**src/rtl/sprite_rom_arbiter.sv**
```systemverilog
// sprite_rom_arbiter: round-robin sharing of one sprite/glyph ROM port.
// Build option SPRITE_ARB_PRIO0_EN gives requester 0 strict priority.
module sprite_rom_arbiter #(
  parameter int NUM_REQ     = 4,
  parameter int ADDR_WIDTH  = 17,
  parameter int DATA_WIDTH  = 8,
  parameter int ROM_LATENCY = 2
) (
  input  logic                          pixel_clk_in,
  input  logic                          rst_n_in,
  input  logic [NUM_REQ-1:0]            req_valid_in,
  input  logic [NUM_REQ*ADDR_WIDTH-1:0] req_addr_in,
  output logic [NUM_REQ-1:0]            req_ready_out,
  output logic [ADDR_WIDTH-1:0]         rom_addr_out,
  output logic                          rom_en_out,
  input  logic [DATA_WIDTH-1:0]         rom_data_in,
  output logic [NUM_REQ-1:0]            rsp_valid_out,
  output logic [DATA_WIDTH-1:0]         rsp_data_out
);

  localparam int PW = $clog2(NUM_REQ);
  localparam int NT = ROM_LATENCY + 1;

  logic [PW-1:0]           ptr_q;
  logic [PW-1:0]           ptr_d;
  logic [NUM_REQ-1:0]      rr_vld;
  logic [2*NUM_REQ-1:0]    dbl;
  logic [2*NUM_REQ-1:0]    shf;
  logic [NUM_REQ-1:0]      rot;
  logic [PW-1:0]           off;
  logic [PW:0]             sum;
  logic [PW-1:0]           win;
  logic                    gnt_any;
  logic                    rr_gnt;
  logic [NUM_REQ-1:0]      gnt;
  logic [ADDR_WIDTH-1:0]   gnt_addr;

  logic [ADDR_WIDTH-1:0]   rom_addr_q;
  logic                    rom_en_q;
  logic [NUM_REQ-1:0]      tag_q [NT];
  logic [NT-1:0]           tv_q;

  // Rotate valids so the pointer sits at bit 0, then take the lowest set bit.
  always_comb begin
    rr_vld = req_valid_in;
`ifdef SPRITE_ARB_PRIO0_EN
    rr_vld[0] = 1'b0;
`endif
    dbl = {rr_vld, rr_vld};
    shf = dbl >> ptr_q;
    rot = shf[NUM_REQ-1:0];
    off = '0;
    for (int k = NUM_REQ - 1; k >= 0; k--) begin
      if (rot[k]) off = PW'(k);
    end
    sum = {1'b0, ptr_q} + {1'b0, off};
    if (sum >= (PW+1)'(NUM_REQ)) sum = sum - (PW+1)'(NUM_REQ);
    rr_gnt = |rr_vld;
    win = sum[PW-1:0];
    gnt_any = rr_gnt;
`ifdef SPRITE_ARB_PRIO0_EN
    if (req_valid_in[0]) begin
      win = '0;
      gnt_any = 1'b1;
      rr_gnt = 1'b0;
    end
`endif
  end

  always_comb begin
    gnt = '0;
    if (gnt_any) gnt = NUM_REQ'(1) << win;
    gnt_addr = req_addr_in[win*ADDR_WIDTH +: ADDR_WIDTH];
    ptr_d = ptr_q;
    if (rr_gnt) begin
      if (win == PW'(NUM_REQ - 1)) ptr_d = '0;
      else ptr_d = win + PW'(1);
    end
  end

  assign req_ready_out = rst_n_in ? gnt : '0;

  always_ff @(posedge pixel_clk_in or negedge rst_n_in) begin
    if (!rst_n_in) begin
      ptr_q      <= '0;
      rom_addr_q <= '0;
      rom_en_q   <= 1'b0;
    end else begin
      ptr_q    <= ptr_d;
      rom_en_q <= gnt_any;
      if (gnt_any) rom_addr_q <= gnt_addr;
    end
  end

  // Tags march alongside the ROM read; no backpressure exists.
  always_ff @(posedge pixel_clk_in or negedge rst_n_in) begin
    if (!rst_n_in) begin
      for (int k = 0; k < NT; k++) tag_q[k] <= '0;
      tv_q <= '0;
    end else begin
      tag_q[0] <= gnt;
      tv_q[0]  <= gnt_any;
      for (int k = 1; k < NT; k++) begin
        tag_q[k] <= tag_q[k-1];
        tv_q[k]  <= tv_q[k-1];
      end
    end
  end

  assign rom_addr_out  = rom_addr_q;
  assign rom_en_out    = rom_en_q;
  assign rsp_valid_out = tv_q[NT-1] ? tag_q[NT-1] : '0;
  assign rsp_data_out  = (|rsp_valid_out) ? rom_data_in : '0;

endmodule
```
**config.mk**
```make
export PLATFORM = sky130hd
export DESIGN_NAME = sprite_rom_arbiter
export DESIGN_NICKNAME = d
export VERILOG_FILES = /design/src/rtl/sprite_rom_arbiter.sv
export SDC_FILE = /design/constraint.sdc
export NUM_CORES = 1
export LEC_CHECK = 0
export CAP_MARGIN = 20
export CELL_PAD_IN_SITES_DETAIL_PLACEMENT = 2
export CELL_PAD_IN_SITES_GLOBAL_PLACEMENT = 2
export CORE_ASPECT_RATIO = 0.5
export CORE_MARGIN = 5
export CORE_UTILIZATION = 23
export CTS_CLUSTER_SIZE = 10
export DETAILED_ROUTE_END_ITERATION = 6
export GPL_TIMING_DRIVEN = 0
export HOLD_SLACK_MARGIN = 0.05
export PLACE_DENSITY = 0.8
export SYNTH_ARGS = -nofsm -noshare
export SYNTH_HDL_FRONTEND = slang
export SYNTH_SLANG_ARGS = --single-unit
```
**constraint.sdc**
```tcl
create_clock -name pixel_clk_in -period 2.9 [get_ports pixel_clk_in]
set_input_delay 0.29 -clock pixel_clk_in [delete_from_list [all_inputs] [get_ports pixel_clk_in]]
set_output_delay 0.29 -clock pixel_clk_in [all_outputs]
set_load 0.05 [all_outputs]
```
* Word-level counts from Yosys, hierarchy flattened
Index checks and enable logic that the tools add are counted.
** Word-level totals
- Bits in registers :: 35
** Cells by class
- Add/subtract/negate cells :: 3
- $mul :: 1
- Magnitude comparators :: 1
- Eq/ne operators :: 1
- Shift-type cells :: 3
- Mux-type cells :: 10
- Reduce and logical (&&, ||, !) cells :: 2
** Operators with widths (count)
- 68-bit by 8-bit indexed part select with 17-bit output :: 1
- 2-bit 2-to-1 mux :: 6
- 4-bit 2-to-1 mux :: 3
- 8-bit 2-to-1 mux :: 1
- 4-bit OR reduction :: 2
- 8-bit by 2-bit >> shifter with 4-bit output :: 1
- 2-bit by 5-bit multiplier with 7-bit output (second input constant) :: 1
- 1-bit by 2-bit left shift with 4-bit output (first input constant) :: 1
- 2-bit by 2-bit adder with 3-bit output :: 1
- 3-bit >= comparator (second input constant) :: 1
- 2-bit by 1-bit adder with 2-bit output (second input constant) :: 1
- 2-bit == test (second input constant) :: 1
- 2-bit by 1-bit subtractor with 2-bit output (second input constant) :: 1

* Depth between registers and ports, before layout
- Depth in word-level cells :: 11
- Depth in mapped cells :: 13
- Gate-level depth less buffers :: 12

* Worst setup path after synthesis
OpenSTA, ideal clock, no wires.
- Kind :: register -> output
- From :: reg ptr_q[1]
- To :: out req_ready_out[0]
- Data arrival time :: 2535 ps
- Required time :: 2610 ps
- Setup slack :: 75 ps
- Cell stages (with the launch flop) :: 12
- Buffers on the path :: 1
- Path through :: dfrtp_1 -> buf_4 -> nand2_1 -> a2bb2oi_1 -> o221ai_1 -> o21a_1 -> ha_1 -> xnor2_1 -> nor4_4 -> nor2_1 -> inv_1 -> nor2_1
** Between the ends
- Word-level cells in the longest chain between the ends :: 11
- Elaborated cells between the ends (all ways) :: 12
** RTL lines
- start, declared :: line 24 : logic [PW-1:0] ptr_q;
- start signal, assigned :: line 89 : ptr_q <= ptr_d;
- 8-bit by 2-bit >> shifter with 4-bit output :: line 50 : shf = dbl >> ptr_q;
- 2-bit 2-to-1 mux (4 in a row) :: line 54 : if (rot[k]) off = PW'(k);
- 2-bit by 2-bit adder with 3-bit output (*) :: line 56 : sum = {1'b0, ptr_q} + {1'b0, off};
- 3-bit >= comparator / 2-bit by 1-bit subtractor with 2-bit output (equally long branches) :: line 57 : if (sum >= (PW+1)'(NUM_REQ)) sum = sum - (PW+1)'(NUM_REQ);
- 2-bit 2-to-1 mux (*) :: line 57
- 1-bit by 2-bit left shift with 4-bit output (*) :: line 72 : if (gnt_any) gnt = NUM_REQ'(1) << win;
- 4-bit 2-to-1 mux (*) :: line 72
- 4-bit 2-to-1 mux (*) :: line 81 : assign req_ready_out = rst_n_in ? gnt : '0;
- end, declared :: line 13 : output logic [NUM_REQ-1:0] req_ready_out,
Mark *: on every way between the ends. The rest lies on a longest branch, timed or not.

* Final worst setup path
- From :: reg ptr_q[1]
- To :: out req_ready_out[3]
The elaborated chain is that of the path after synthesis.

==> impl_metrics.csv <==
group,metric,value,unit
critical_path,crit_family,"simple AND/OR/NAND/NOR gates",
power_and_ir_drop,p_leak,1.43,nW
drt,postRouteAntennaNets,0,
placed_design,gp_congestion,0.763,
drt,drt_iter0_drc,97,
clocking,clkSlewWorstSetupHoldPaths,0.06,ns
timing,hold_slack,0.106,ns
critical_path,path_cells,"buf_6, nand2_2, a2bb2oi_2, o221ai_2, o21a_1, ha_4, xnor2_4, nor4_4, nor2_4, inv_2, ha_4, and3_4, buf_8",
clocking,clk-insertion-delay-late,0.28,ns
timing,max_clock_freq,356,MHz
drt,wire_per_inst,20.7,microns
cells_and_area,drive_above_1_share,20.9,%
floorplan,dieArea,11800,sq um
timing,final_hold_viol_count,0,
placed_design,place_hpwl,7580,microns
synthesis,synth.net_count,301,
global_routing,antenna_found_initial,0,
critical_path,rr_worst_depth,11,
clocking,ctsRootBufferMaster,"clkbuf_16",
drt,post_drt_via_cell_ratio,4.78,
timing,worst_pin_slew,0.833,ns
timing,slew_headroom,44.4,%
cells_and_area,fin_area,3880,sq um
synthesis,ys_ff_latch,34,
global_routing,overflow,0,
clocking,clk_path_buf_depth,2,
power_and_ir_drop,cellPowerDensity,1400,nW/um^2
clocking,cts_sinks,34,
critical_path,worstPathMaxFanout,5,
critical_path,rrSetupSlack,0.23,ns
cells_and_area,final_cell_mix,"106 x clkdlybuf4s50_1, 36 x nor2b_1, 34 x dfrtp_1",
critical_path,crit_required,2.61,ns
cells_and_area,fin_nets,433,
global_routing,grt_first_pass_wirelength,15800,microns
floorplan,start_util,23.5,%
drt,vias,2315,
critical_path,path_class,"register to primary output",
outcome,status,"completed",
hold_path,min_path_type,"input port to async pin",
critical_path,start_kind,"register",
timing,rsz0062_at_grt,"yes",
global_routing,track_usage,17.2,%
synthesis,synth.distinct_cells,38,
critical_path,cpMaxStageDelayCell,"dfrtp_1",
critical_path,timing.critical_path.buf_inv,3,
floorplan,rows,25,
placed_design,place_inst,465,
critical_path,crit_top_cell,"ha_4",
critical_path,reg2reg_from,"ptr_q[1]",
cells_and_area,layout_commonest_cell,"clkdlybuf4s50_1",
timing,setup_viol,0,
placed_design,place_area,3520,sq um
floorplan,die_height,79.4,microns
synthesis,syn_area,2210,sq um
drt,totalWireLength,10000,microns
timing,final.min_clock_period,2.81,ns
global_routing,grt_max_degree,38,
timing,finClkSkew,0.00344,ns
critical_path,endpoint_kind,"primary output",
floorplan,ios,116,
clocking,htreeDepth,2,
timing,maxSlewViolCount,0,
cells_and_area,syn_to_final_growth,75.5,%
synthesis,syn_inst,216,
floorplan,dieWidth,149,microns
critical_path,crit_path_max_incr_delay,0.37,ns
synthesis,yosysWarnings,0,
cells_and_area,fin_cells,484,
cells_and_area,antenna_cells,0,
placed_design,io_buffers,114,
drt,firstDrtPassIters,4,
critical_path,r2r_end,"rom_addr_out[13]",
global_routing,first_global_vias,2690,
power_and_ir_drop,vdd_ir_drop_max,0.436,mV
synthesis,postSynthAreaPerCell,10.2,sq um
floorplan,fp.coreArea,9420,sq um
job,maxCapViolCount,0,
drt,route.detailed.drc,0,
timing,period_share,96.9,%
critical_path,arrival,2.52,ns
synthesis,ys_seq_area_share,38.4,%
clocking,cts_tree,"yes",
clocking,numCtsBuffers,5,
registers in the layout (all words and copies together) (netlist names):
name          cells
ptr_q             2
rom_addr_out     17
tag_q            12
tv_q              3
per-layer routing:
| layer | track usage [%] | up-vias | part of all wire (%) |
|---|---|---|---|
| li1 | - | 1080 | - |
| met1 | 20.1 | 1178 | 41 |
| met2 | 32.8 | 49 | 54 |
| met3 | 3.25 | 8 | 3.7 |
| met4 | 3.93 | 0 | 0.87 |
| met5 | 0 | - | 0 |
layout make-up:
type / instances / area, sq um
Buffer: 17 / 109
Clock buffer: 5 / 125
Clock inverter: 3 / 45.0
Fill cell: 984 / 5530
Inverter: 3 / 11.3
Multi-Input combinational cell: 162 / 1370
Sequential cell: 34 / 851
Tap cell: 135 / 169
Timing Repair Buffer: 125 / 1210
through the flow:
stage | setup WS (ns) | power, mW | setup TNS, ns | util (%)
detailed placement | -1.28 | 4.37 | -10.53 | 37.4
global placement | -1.21 | 4.22 | -7.73 | 37.4
floorplan | 0.0755 | 3.24 | 0 | -
CTS | 0.0145 | 5.31 | 0 | 40.5
finish | 0.0901 | 5.43 | 0 | 41.3
global route | -0.0361 | 5.76 | -0.0361 | 41.3
report_power, final:
| group | leakage [nW] | total, mW | switching [mW] | internal, mW |
|---|---|---|---|---|
| sequential | 0.405 | 0.834 | 0.130 | 0.704 |
| clock | 0.0760 | 0.627 | 0.222 | 0.405 |
| combinational | 0.946 | 3.96 | 2.39 | 1.58 |
| total | 1.43 | 5.43 | 2.74 | 2.68 |
worst max-delay path by stage:
stage	start	endpoint	cells past startpoint
floorplan	ptr_q[1]	req_ready_out[0]	11
global placement	req_valid_in[3]	req_ready_out[3]	13
detailed placement	req_valid_in[0]	req_ready_out[3]	13
CTS	ptr_q[1]	req_ready_out[3]	13
global route	ptr_q[1]	req_ready_out[3]	13
finish	ptr_q[1]	req_ready_out[3]	13
cell usage after synthesis (all sizes together):
master,count,area (sq um)
o22ai,1,6.26
mux2i,1,10.0
xnor2,1,8.76
a31oi,1,12.5
o221ai,1,8.76
xor2,1,8.76
nor3b,2,15.0
clkbuf,9,33.8
o21ai,2,10.0
nor2b,37,231
o31ai,19,206
o41a,1,11.3
a2111oi,17,211
nor2,4,15.0
nand4,1,12.5
dfrtp,34,851
nor3,4,25.0
buf,8,63.8
nand2b,1,6.26
nor4,2,27.5
and2,13,81.3
o21a,3,22.5
a221oi,17,149
inv,3,11.3
ha,3,37.5
nand2,24,90.1
and4,1,8.76
a21oi,1,5.00
or3,1,11.3
a2bb2oi,1,8.76
and3,2,12.5
worst register-to-register path, delay by kind of cell, from the launching register on:
| family | cells | cell delay [ns] |
|---|---|---|
| adder cells (fa/ha/maj) | 1 | 0.22 |
| AND/OR/NAND/NOR | 2 | 0.36 |
| XOR/XNOR | 1 | 0.21 |
| AO/OA/AOI/OAI | 5 | 0.93 |
| buffers and inverters | 2 | 0.44 |
| flip-flops | 1 | 0.37 |
cells by family after synthesis:
group	count (synthesis)	synth area share, %
XOR/XNOR	2	0.792
adder cells (fa/ha/maj)	3	1.70
AND/OR/NAND/NOR	92	24.3
buffers and inverters	20	4.92
AO/OA/AOI/OAI	64	29.5
flip-flops	34	38.4
multiplexers	1	0.452
repair_timing:
action                                  CTS  global route
pin swaps                                 1             7
setup buffers                             6             5
gates resized for setup                  42            11
hold buffers                              0             0
endpoints found under the setup margin   17             7
No activity file was read; power rests on OpenSTA's default activity.
